===== src/rtl/tiny16_mem_arb.sv =====
// tiny16_mem_arb
//   Shares the single-ported synchronous tiny16 main memory between the CPU
//   port (port 0) and the loader/debug port (port 1). Each access runs
//   through IDLE -> ACC -> RESP -> IDLE, so one access completes every three
//   cycles. Ties are broken round-robin (FIXED_PRI=0) or in favour of
//   port 0 (FIXED_PRI=1). Every output is driven straight from a register.
//
// Handshake: a requester raises REQn with WEn/ADDRn/WDATAn stable and keeps
//   them stable until it sees ACKn, a single-cycle pulse. RDATAn is valid in
//   the ACK cycle and holds until the next read completes on that port. A
//   request is only eligible while its ACK is low, so a requester that still
//   shows REQ during its own ACK cycle is not served a second time.
//
// Ports:
//   CLK, RST            clock, synchronous active-high reset
//   REQn/WEn/ADDRn/WDATAn   requester n access request (n = 0, 1)
//   ACKn/RDATAn         requester n completion pulse and read data
//   MEM_EN/MEM_WE/MEM_ADDR/MEM_WDATA   memory strobe, write enable, address, data
//   MEM_RDATA           memory read data, valid one edge after the MEM_EN edge
//   BUSY                high whenever the FSM is not in IDLE
//   GNT_ID              port currently or most recently granted
//   DBG_STATE           FSM state: 0 = IDLE, 1 = ACC, 2 = RESP
module tiny16_mem_arb #(
  parameter int ADDR_W    = 8,
  parameter int DATA_W    = 16,
  parameter int FIXED_PRI = 0
) (
  input  logic              CLK,
  input  logic              RST,
  input  logic              REQ0,
  input  logic              REQ1,
  input  logic              WE0,
  input  logic              WE1,
  input  logic [ADDR_W-1:0] ADDR0,
  input  logic [ADDR_W-1:0] ADDR1,
  input  logic [DATA_W-1:0] WDATA0,
  input  logic [DATA_W-1:0] WDATA1,
  output logic              ACK0,
  output logic              ACK1,
  output logic [DATA_W-1:0] RDATA0,
  output logic [DATA_W-1:0] RDATA1,
  output logic              MEM_EN,
  output logic              MEM_WE,
  output logic [ADDR_W-1:0] MEM_ADDR,
  output logic [DATA_W-1:0] MEM_WDATA,
  input  logic [DATA_W-1:0] MEM_RDATA,
  output logic              BUSY,
  output logic              GNT_ID,
  output logic [1:0]        DBG_STATE
);

  typedef enum logic [1:0] {
    IDLE = 2'd0,
    ACC  = 2'd1,
    RESP = 2'd2
  } state_t;

  state_t state;
  logic   last;      // port served by the most recent completed access
  logic   is_write;  // kept because MEM_WE is cleared before RESP

  logic elig0;
  logic elig1;
  logic any_elig;
  logic win;

  // The ACK mask stops a port from being re-granted on its own ACK edge.
  assign elig0    = REQ0 & ~ACK0;
  assign elig1    = REQ1 & ~ACK1;
  assign any_elig = elig0 | elig1;

  always_comb begin
    win = 1'b0;
    if (elig0 && elig1) begin
      if (FIXED_PRI != 0) win = 1'b0;
      else                win = ~last;
    end else if (elig1) begin
      win = 1'b1;
    end
  end

  assign DBG_STATE = state;

  always_ff @(posedge CLK) begin
    if (RST) begin
      state     <= IDLE;
      last      <= 1'b1;  // port 0 wins the first tie
      is_write  <= 1'b0;
      ACK0      <= 1'b0;
      ACK1      <= 1'b0;
      RDATA0    <= '0;
      RDATA1    <= '0;
      MEM_EN    <= 1'b0;
      MEM_WE    <= 1'b0;
      MEM_ADDR  <= '0;
      MEM_WDATA <= '0;
      BUSY      <= 1'b0;
      GNT_ID    <= 1'b0;
    end else begin
      ACK0 <= 1'b0;
      ACK1 <= 1'b0;
      case (state)
        IDLE: begin
          if (any_elig) begin
            MEM_EN    <= 1'b1;
            MEM_WE    <= win ? WE1 : WE0;
            MEM_ADDR  <= win ? ADDR1 : ADDR0;
            MEM_WDATA <= win ? WDATA1 : WDATA0;
            is_write  <= win ? WE1 : WE0;
            GNT_ID    <= win;
            BUSY      <= 1'b1;
            state     <= ACC;
          end else begin
            MEM_EN <= 1'b0;
          end
        end
        ACC: begin
          // Memory captures the access on this edge; address and data hold.
          MEM_EN <= 1'b0;
          MEM_WE <= 1'b0;
          state  <= RESP;
        end
        RESP: begin
          if (GNT_ID) begin
            ACK1 <= 1'b1;
            if (!is_write) RDATA1 <= MEM_RDATA;
          end else begin
            ACK0 <= 1'b1;
            if (!is_write) RDATA0 <= MEM_RDATA;
          end
          last  <= GNT_ID;
          BUSY  <= 1'b0;
          state <= IDLE;
        end
        default: begin
          MEM_EN <= 1'b0;
          MEM_WE <= 1'b0;
          BUSY   <= 1'b0;
          state  <= IDLE;
        end
      endcase
    end
  end

endmodule


===== config.mk =====
export PLATFORM = sky130hd
export DESIGN_NAME = tiny16_mem_arb
export DESIGN_NICKNAME = d
export VERILOG_FILES = /design/src/rtl/tiny16_mem_arb.sv
export SDC_FILE = /design/constraint.sdc
export NUM_CORES = 1
export LEC_CHECK = 0
export CORE_MARGIN = 2
export CORE_UTILIZATION = 43
export DETAILED_ROUTE_END_ITERATION = 6
export PLACE_DENSITY_LB_ADDON = 0.3
export SETUP_SLACK_MARGIN = 0.1
export SYNTH_ARGS = -nofsm -noshare
export SYNTH_HDL_FRONTEND = slang
export SYNTH_SLANG_ARGS = --single-unit

===== constraint.sdc =====
create_clock -name CLK -period 2.4 [get_ports CLK]
set_input_delay 0.36 -clock CLK [delete_from_list [all_inputs] [get_ports CLK]]
set_output_delay 0.36 -clock CLK [all_outputs]
set_load 0.1 [all_outputs]

# == Word level (Yosys, flattened, before mapping) ==
# Cells that the tools add are included.
# op_classes
reduce_logical,8
n_bitwise,10
n_eq_ne,3
n_mux,15
# ops
cell,count
two-way mux 16 bit,1
two-way mux 1 bit,8
two-way mux 8 bit,1
inverter 1 bit,7
case mux 1 bit (2 select lines),3
AND reduction 2 bit,3
AND reduction 3 bit,2
case mux 2 bit (2 select lines),1
AND 1 bit,2
equality test 2 x 1 -> 1 bit (second input constant),1
equality test 2 bit (second input constant),1
logical NOT 2 bit,1
two-way mux 2 bit,1
!= test 2 bit (second input constant),1
OR reduction 2 bit,1
logical AND 1 bit,1
bitwise OR 1 bit,1
# word_totals
register_bits,66
out_inout_bits,64

# == Depth between registers and ports, before layout ==
# Gate-level depths: netlist of run 1.
# depth
depth_word,7
ltp_mapped,7
mapped_depth_nobuf,4

# == Worst setup path after synthesis of run 1 ==
# No wires, ideal clock.
# synth_path
kind,flip-flop to flip-flop
start,register state[1] (netlist: DBG_STATE[1])
end,register RDATA1[10]
stages_incl_launch_ff,8
synth_period_minus_slack_ps,2230
required_ps,2268
slack_ps,170
arrival_time_ps,2098
setup_ps,132
cell_sequence,dfxtp_1 > buf_4 > nand2b_4 > or3b_1 > buf_6 > buf_6 > nand2_1 > a21oi_1
# synth_between
elab_chain_len,2
# synth_lines
item,line,source
from (decl),58,state_t state;
from (signal assigned),86,state <= IDLE;
from (signal assigned),112,state <= ACC;
from (signal assigned),121,state <= RESP;
equality test 2 bit,102,case (state)
AND reduction 3 bit (no line),n/a,
to (signal assigned),92,RDATA1 <= '0;
to (signal assigned),126,if (!is_write) RDATA1 <= MEM_RDATA;
to (decl),41,"output logic [DATA_W-1:0] RDATA1,"
# Every way passes these cells.
# A chain may end at the register's enable or synchronous reset.

# == Worst setup path in the final report of run 1 ==
# layout_path
start,register state[1] (netlist: DBG_STATE[1])
end,register RDATA1[11]
# Same word-level chain as after synthesis.

==> results summary, run 1 <==
The first global-routing pass estimated 10.3 mm of wire. The hold violation count in the final report came to 0. The root buffer cell chosen for the clock tree is sky130_fd_sc_hd__clkbuf_8. STA classifies the critical path startpoint as a flip-flop. By area, the combinational part of the netlist is dominated by simple AND/OR/NAND/NOR gates. The area share of the leading cell type in the synthesized netlist came out at 49.8%. The clock period minus worst slack is 1.76 ns. The max-slew violation count is 0. Data on the critical path is required at its endpoint by 2.59 ns. For the pin with the worst max-slew slack, the measured transition is 0.680 ns. In this run the power density over the cells is 777 nW/µm².

The final worst-path cycle share is 73.4%. The count of inserted antenna diode cells came out at 0. For this run, design rule violations remaining after detail routing come to 0.

The net count reported at finish is 512. The number of DRC markers in iteration 0 is 59. At the worst endpoint, the arrival time is 1.95 ns. Cells with a size suffix above 1 make up 23.0% of the layout. During synthesis, Yosys emitted a total of 0 warnings. The routed wire length is 7.03 mm.

Setup violations remaining at the end of the flow were counted as 0. The number of standard cells after synthesis came out at 317. The aggregate negative setup slack is 0 ns. The delay contributed by the slowest stage of the critical path is 0.67 ns. The standard cell core area came out at 5960 µm².

On the final layout, the worst clock skew is 0.00492 ns. The total nets after synthesis came out at 387. The count of state elements after synthesis is 66. The largest driver fanout on the critical path came out at 16.

The number of buffers added to fix hold violations after cts came out at 0. After Yosys synthesis, full adders, half adders and majority gates account for 0% of the synthesized area. The max-capacitance violation count is 0. After detailed routing, the average wire length per cell comes to 13.5 µm. Setup repair after global routing left no endpoint under its margin.

The number of synthesized flops with an enable pin came out at 0. The area fraction in compound gates after synthesis came out at 18.4%. The post-detailed-route count of antenna-violating nets came out at 0.

STA classifies the critical path endpoint as a flip-flop. The detailed-placement wirelength estimate is 5.07 mm. The min-delay analysis places its worst path in the category flip-flop to flip-flop.

The post-cts gate resize count came out at 0. The maximum VDD drop is 511 µV. In the global route stage, overall resource usage came out at 20.3%. The most frequently used flop master after synthesis is sky130_fd_sc_hd__dfxtp_1. The die covers 6810 µm².

The run finished with clean final reports. The share of the yosys chip area belonging to registers came out at 49.8%. CTS saw 66 sinks. sky130_fd_sc_hd__dfxtp_1 takes more of the synthesized area than any other cell.

Entering global routing, the biggest net connects 52 pins. Summing the areas of all xor and xnor instances in the mapped netlist gives 0% of the synthesized area. The clock insertion delay at the later pin of the skew report came out at 0.34 ns.

The clock transition at the registers of the reported paths came out at 0.07 ns. For this run, the detailed router's first-pass iteration total came to 4. The analysis attributes to cell leakage a power of 1.65 nW. In the synthesized netlist the async set-or-reset flop fraction comes to 0%. The normalized max-slew margin is 54.6%. The initial antenna violation count is 0. Compared with the post-synthesis result, the final layout area differs by 52.5%.

Static timing analysis puts the maximum clock frequency at 568 MHz. The share of cell area taken by muxes after synthesis is 0.755%. Ranked by total cell area, the synthesized netlist is headed by sky130_fd_sc_hd__dfxtp_1 (50%), sky130_fd_sc_hd__nand2_1 (16%), sky130_fd_sc_hd__a21oi_1 (6.6%), sky130_fd_sc_hd__a311oi_2 (5.7%), sky130_fd_sc_hd__a311oi_1 (5.0%). The floorplan has 28 rows.

Summing over every cut layer, the via total after detailed routing is 2588. Leaving out fill and tap cells, the most frequent cells in the layout are sky130_fd_sc_hd__nand2_1 (115), sky130_fd_sc_hd__clkdlybuf4s50_1 (68), sky130_fd_sc_hd__buf_4 (67). The final global-route overflow total is 0. The core occupancy in the finished layout is 67.9%. The buffer depth of the longest clock path is 2. In this run the count of I/O pins placed on the die edge is 134. The die width is 82.5 µm.

The critical setup path kind is flip-flop to flip-flop. The mapped netlist covers 2650 µm². The mean number of vias per cell is 4.96. The via count of the first global-routing pass came out at 2274. The CTS buffer count is 9. Routability-driven placement finished with a final weighted congestion of 0.733. In this run the vertical extent of the chip is 82.5 µm. The cell family contributing the most delay on the critical path is simple AND/OR/NAND/NOR gates.

The clock tree from TritonCTS is built. Traced cell by cell, the critical path runs through nand2b_4, or3b_1, nand2_1, a21oi_1. The count of buffers added by post-CTS timing repair for setup came out at 0. The netlist uses 29 different library cells.

After synthesis, the mean cell area works out to 8.37 µm². The initial standard-cell utilization of the core is 44.5%. The CTS H-tree depth came out at 3.

Of the total synthesized cell area, the portion taken by AND, OR, NAND and NOR gates is 25.8%. The critical path buffer and inverter count came out at 0. The most common cell after layout, fill and taps aside is sky130_fd_sc_hd__nand2_1. The number of buffer cells added on primary ports is 133. Among all stages on the critical path, the largest delay is contributed by sky130_fd_sc_hd__or3b_1.
[cell usage after synthesis, drive strengths merged (2+ instances only)]
cell type,instances
a21oi,35
a311oi,25
buf,15
clkbuf,9
dfxtp,66
mux2i,2
nand2,117
nand2b,5
nor2,29
nor3,3
[tightest hold or removal path: stages (launching register included)]
cell	delay, ns
sky130_fd_sc_hd__dfxtp_1	0.31
sky130_fd_sc_hd__nand2_1	0.05
sky130_fd_sc_hd__a21oi_1	0.05
[routing by layer]
| layer | part of all wire [%] | up-vias | global-route usage, % | wire length [µm] |
|---|---|---|---|---|
| li1 | - | 1309 | - | - |
| met1 | 40 | 1166 | 22.7 | 2840 |
| met2 | 48 | 105 | 34.0 | 3390 |
| met5 | 0 | - | 0 | 0 |
| met3 | 10 | 8 | 7.93 | 705 |
| met4 | 1.3 | 0 | 9.02 | 93 |
[logic make-up after synthesis]
logic type             Yosys count
AND/OR/NAND/NOR                161
buffers and inverters           25
flip-flops                      66
AO/OA/AOI/OAI                   63
multiplexers                     2
[where the power goes]
| group | total, W | switching, W | internal, W |
|---|---|---|---|
| clock network | 0.000937 | 0.000407 | 0.000531 |
| logic | 0.000986 | 0.000705 | 0.000281 |
| registers | 0.00122 | 0.0000526 | 0.00117 |
[cell type report]
type	count	area (µm²)
flip-flops and latches	66	1320
clock inverters	5	52.6
multi-input cells	226	1190
repair buffers	138	1230
inverters	1	3.75
clock buffers	11	151
well taps	75	93.8
fillers	520	1910
[through the flow]
step | std cells | power (W) | hold WS (ns) | area (µm²) | worst slack (ns)
4_1_cts | 522 | 0.00317 | 0.459 | 4050 | 0.620
3_5_place_dp | 506 | 0.00223 | 0.449 | 3840 | 0.426
2_1_floorplan | 317 | 0.00196 | 0.450 | 2650 | 0.170
5_1_grt | 522 | 0.00325 | 0.478 | 4050 | 0.534
3_3_place_gp | 506 | 0.00222 | 0.443 | 3840 | 0.501
6_report | 522 | 0.00314 | 0.454 | 4050 | 0.639
[flip-flops by register name, summed over array words and instances, names as in the netlist]
name,count
MEM_WDATA,16
RDATA0,16
RDATA1,16
MEM_ADDR,8
DBG_STATE,2
ACK0,1
ACK1,1
BUSY,1
GNT_ID,1
MEM_EN,1
MEM_WE,1
is_write,1
last,1
[path summary, 6_finish.rpt]
| check | startpoint | to | slack, ns | cells after the start |
|---|---|---|---|---|
| worst max-delay path | DBG_STATE[1]$_SDFFE_PP0N_ | RDATA1[11]$_SDFFE_PP0P_ | 0.64 | 4 |
| worst min-delay path | RDATA0[14]$_SDFFE_PP0P_ | RDATA0[14]$_SDFFE_PP0P_ | 0.45 | 2 |
| worst min register to register | RDATA0[14]$_SDFFE_PP0P_ | RDATA0[14]$_SDFFE_PP0P_ | 0.45 | 2 |
| worst max register to register | DBG_STATE[1]$_SDFFE_PP0N_ | RDATA1[11]$_SDFFE_PP0P_ | 0.64 | 4 |
Note: power is estimated with default switching activity, not from simulation.
==> run 2: changes to the inputs <==
--- a/config.mk
+++ b/config.mk
@@ -6,7 +6,7 @@
 export NUM_CORES = 1
 export LEC_CHECK = 0
 export CORE_MARGIN = 2
-export CORE_UTILIZATION = 43
+export CORE_UTILIZATION = 40
 export DETAILED_ROUTE_END_ITERATION = 6
 export PLACE_DENSITY_LB_ADDON = 0.3
 export SETUP_SLACK_MARGIN = 0.1
==> constraint.sdc (replaced) <==
create_clock -name CLK -period 1.65 [get_ports CLK]
set_input_delay 0.2475 -clock CLK [delete_from_list [all_inputs] [get_ports CLK]]
set_output_delay 0.2475 -clock CLK [all_outputs]
set_load 0.1 [all_outputs]
==> run 2 against run 1 <==
Against the previous run:
- utilization rose by 11 points
- clock power rose by 60%
- wire length rose by 16%
- highest routed layer unchanged
- largest cell class is now non-clock buffers
- combinational power rose by 82%
- via count rose by 5.1%
==> results summary, run 2 (synthesized netlist as in run 1, its figures left out) <==
The residual DRC count was 0 (unchanged). The maximum number of pins on one net before global-route repair came out at 49 (-5.8%). The CTS buffer count was 9 (unchanged). The post-detailed-route count of antenna-violating nets came out at 0 (unchanged). The total global routing track utilization came out at 21.3% (+1.1 points).

The worst-case setup slack after placement is -0.169 ns (-0.595 ns). The net count reported at finish was 522 (+2.0%). The number of setup violations in the final report came out at 0 (unchanged). The length in cells of the worst reg-to-reg path is 6 (+2). The delay contributed by the slowest stage of the critical path came out at 0.53 ns (-0.14 ns). The type of destination of the critical path is a flip-flop.

The critical path buffer and inverter count came to 3 (+3). The normalized max-slew margin was 75.5% (+21 points). The placed instance area came to 4730 µm² (+23%). The reg2reg setup slack is 0.10 ns (-0.54 ns). The arrival time of data at the critical path endpoint was 1.80 ns (-0.15 ns).

The upper clock frequency limit came out at 642 MHz. The total clock sinks is 66 (unchanged). The type of element launching the critical path is a primary input. The die width is 85.4 µm (+3.5%).

The final worst-path cycle share is 94.4%. The worst register-to-register path ends at is_write$_SDFFE_PP0P_. The initial antenna violation count was 0 (unchanged).

Clock tree synthesis selected as its root buffer the cell sky130_fd_sc_hd__clkbuf_8. The wire length of the first global-routing pass is 12.3 mm (+19%). The number of buffer cells added on primary ports is 133 (unchanged). In the final layout, the registers with the most flip-flops are MEM_WDATA: 16 flops, RDATA0: 16 flops, RDATA1: 16 flops.

The post-synthesis to final-layout area growth came out at 89.4%. The total via count after detailed routing came to 2719 (+5.1%). The maximum VDD drop is 599 µV (+17%).

The layout cell share with drive strength beyond 1 is 26.3% (+3.2 points). The buffer depth of the longest clock path was 2 (unchanged). The number of fill cells in the layout is 412 (-21%). The count of inserted antenna diode cells came to 0 (unchanged).

The detailed-placement wirelength estimate came out at 5.48 mm (+8.3%). The leakage power of the design is 1.93 nW (+17%). The routed wire length is 8.15 mm (+16%). The routability congestion estimate was 0.792 (+8.1%). The worst-case setup margin in the final layout is 0.0921 ns (-0.547 ns). The standard cell core area came to 6390 µm² (+7.2%). Leaving out fill and tap cells, the most frequent cells in the layout are sky130_fd_sc_hd__nand2_1 (115), sky130_fd_sc_hd__clkdlybuf4s50_1 (68), sky130_fd_sc_hd__buf_12 (68).

The die outline area came out at 7300 µm² (+7.1%). The core occupancy in the finished layout came out at 78.7% (+11 points). The timing startpoint of the critical path is REQ1. The final global-route overflow total came to 0 (unchanged). The clock transition at the registers of the reported paths is 0.08 ns (about the same). The aggregate negative setup slack came out at 0 ns (unchanged). The power per cell area is 1020 nW/µm² (+31%). Setup repair after global routing left no endpoint under its margin. The post-layout total power came out at 0.00511 W (+63%). The clock tree from TritonCTS is built. The library cell used most frequently in the layout, excluding fill and tap cells, is sky130_fd_sc_hd__nand2_1. The total I/O pin count came out at 134 (unchanged). The logic depth of the worst setup path including buffers came to 7 (+3). Traced cell by cell, the critical path runs through clkdlybuf4s50_1, nand2b_4, a211oi_4, buf_12, clkbuf_16, nor2_1, a311oi_1. The number of optimization iterations in the first detailed-route pass came out at 4 (unchanged). The data required time of the critical path came to 1.89 ns (-0.70 ns). The initial standard-cell utilization of the core is 41.5% (-3.0 points). The post-route cell area came out at 5020 µm² (+24%).

The worst flop-to-flop path startpoint is ACK1$_SDFF_PP0_. The via count of the first global-routing pass came out at 2651 (+17%). The post-detailed-route wirelength per cell is 15.3 µm (+13%). The largest driver fanout on the critical path came out at 12 (-4). The max-capacitance violation count is 0 (unchanged). The number of DRC markers in iteration 0 is 67 (+14%). The most critical setup path has its endpoint at is_write$_SDFFE_PP0P_. The critical setup path kind is primary input to flip-flop. The slowest cell on the critical path is sky130_fd_sc_hd__clkdlybuf4s50_1. The clock period minus worst slack is 1.56 ns. The max-slew violation count is 0 (unchanged).

The mean number of vias per cell came to 5.09 (+2.7%). The min-delay analysis places its worst path in the category primary input to flip-flop. The y dimension of the die came out at 85.4 µm (+3.5%). The hold violation count in the final report came to 0 (unchanged). Grouping stages by cell kind, the critical path spends the most delay in buffers and inverters. The clock skew is 0.00648 ns (+0.00156 ns).

The number of rows created at floorplan came out at 29 (+3.6%). The clock insertion delay at the later pin of the skew report is 0.34 ns (about the same). The slew at the pin closest to its max-slew limit came out at 0.368 ns (-0.312 ns). The CTS H-tree depth came out at 3 (unchanged). The run finished with clean final reports.
-- run 2: cell types whose count changed in the layout (fill, tap and decap cells not counted), sizes merged --
cell	before	now
buf	70	78
bufinv	1	2
inv	1	2
-- run 2: final cells by class --
class	count	area, µm²	share of cell area [%]
multi-input combinational	226	1210	24.0
inverter	1	3.75	0.0747
tap	77	96.3	1.92
clock buffer	9	124	2.47
sequential	66	1340	26.6
timing repair buffer	148	2160	43.1
clock inverter	7	92.6	1.84
-- run 2: report_power, final --
part           switching (W)  internal (W)
combinational        0.00107      0.000719
clock               0.000654      0.000848
sequential          0.000128       0.00170
total                0.00185       0.00326
-- run 2: worst min path at each step --
stage	start	endpoint	depth (start not counted)	slack, ns
floorplan	MEM_RDATA[10]	RDATA0[10]$_SDFFE_PP0P_	2	0.38
global placement	RDATA1[6]$_SDFFE_PP0P_	RDATA1[6]$_SDFFE_PP0P_	2	0.48
detailed placement	RDATA0[6]$_SDFFE_PP0P_	RDATA0[6]$_SDFFE_PP0P_	2	0.49
CTS	RST	DBG_STATE[0]$_SDFFE_PP0N_	2	0.27
global route	RST	GNT_ID$_SDFFE_PP0P_	2	0.30
finish	RST	DBG_STATE[0]$_SDFFE_PP0N_	2	0.29
-- run 2: metal layers --
layer  vias up  wire (µm)  track usage, %
met5         -          0               0
met4         0        119            8.66
met3         8        658            6.91
met2       113       4230            37.7
met1      1269       3140            23.5
li1       1329          -               -
-- run 2: timing repair --
item / in CTS / in global routing
pin swaps: 0 / 3
cloned: 0 / 2
resized for setup: 0 / 2
hold buffers: 0 / 0
buffers inserted: 0 / 1
setup endpoints to repair: 1 / 37
-- run 2: worst register-to-register path, cell delays in order (launching register included) --
cell,delay [ns]
sky130_fd_sc_hd__dfxtp_4,0.36
sky130_fd_sc_hd__nand2b_4,0.15
sky130_fd_sc_hd__a211oi_4,0.27
sky130_fd_sc_hd__buf_12,0.16
sky130_fd_sc_hd__clkbuf_16,0.16
sky130_fd_sc_hd__nor2_1,0.06
sky130_fd_sc_hd__a311oi_1,0.29
-- run 2: stage by stage --
stage	std cells	hold WS, ns
floorplan	317	0.383
global placement	515	0.477
detailed placement	515	0.486
CTS	531	0.266
global route	534	0.299
finish	534	0.288
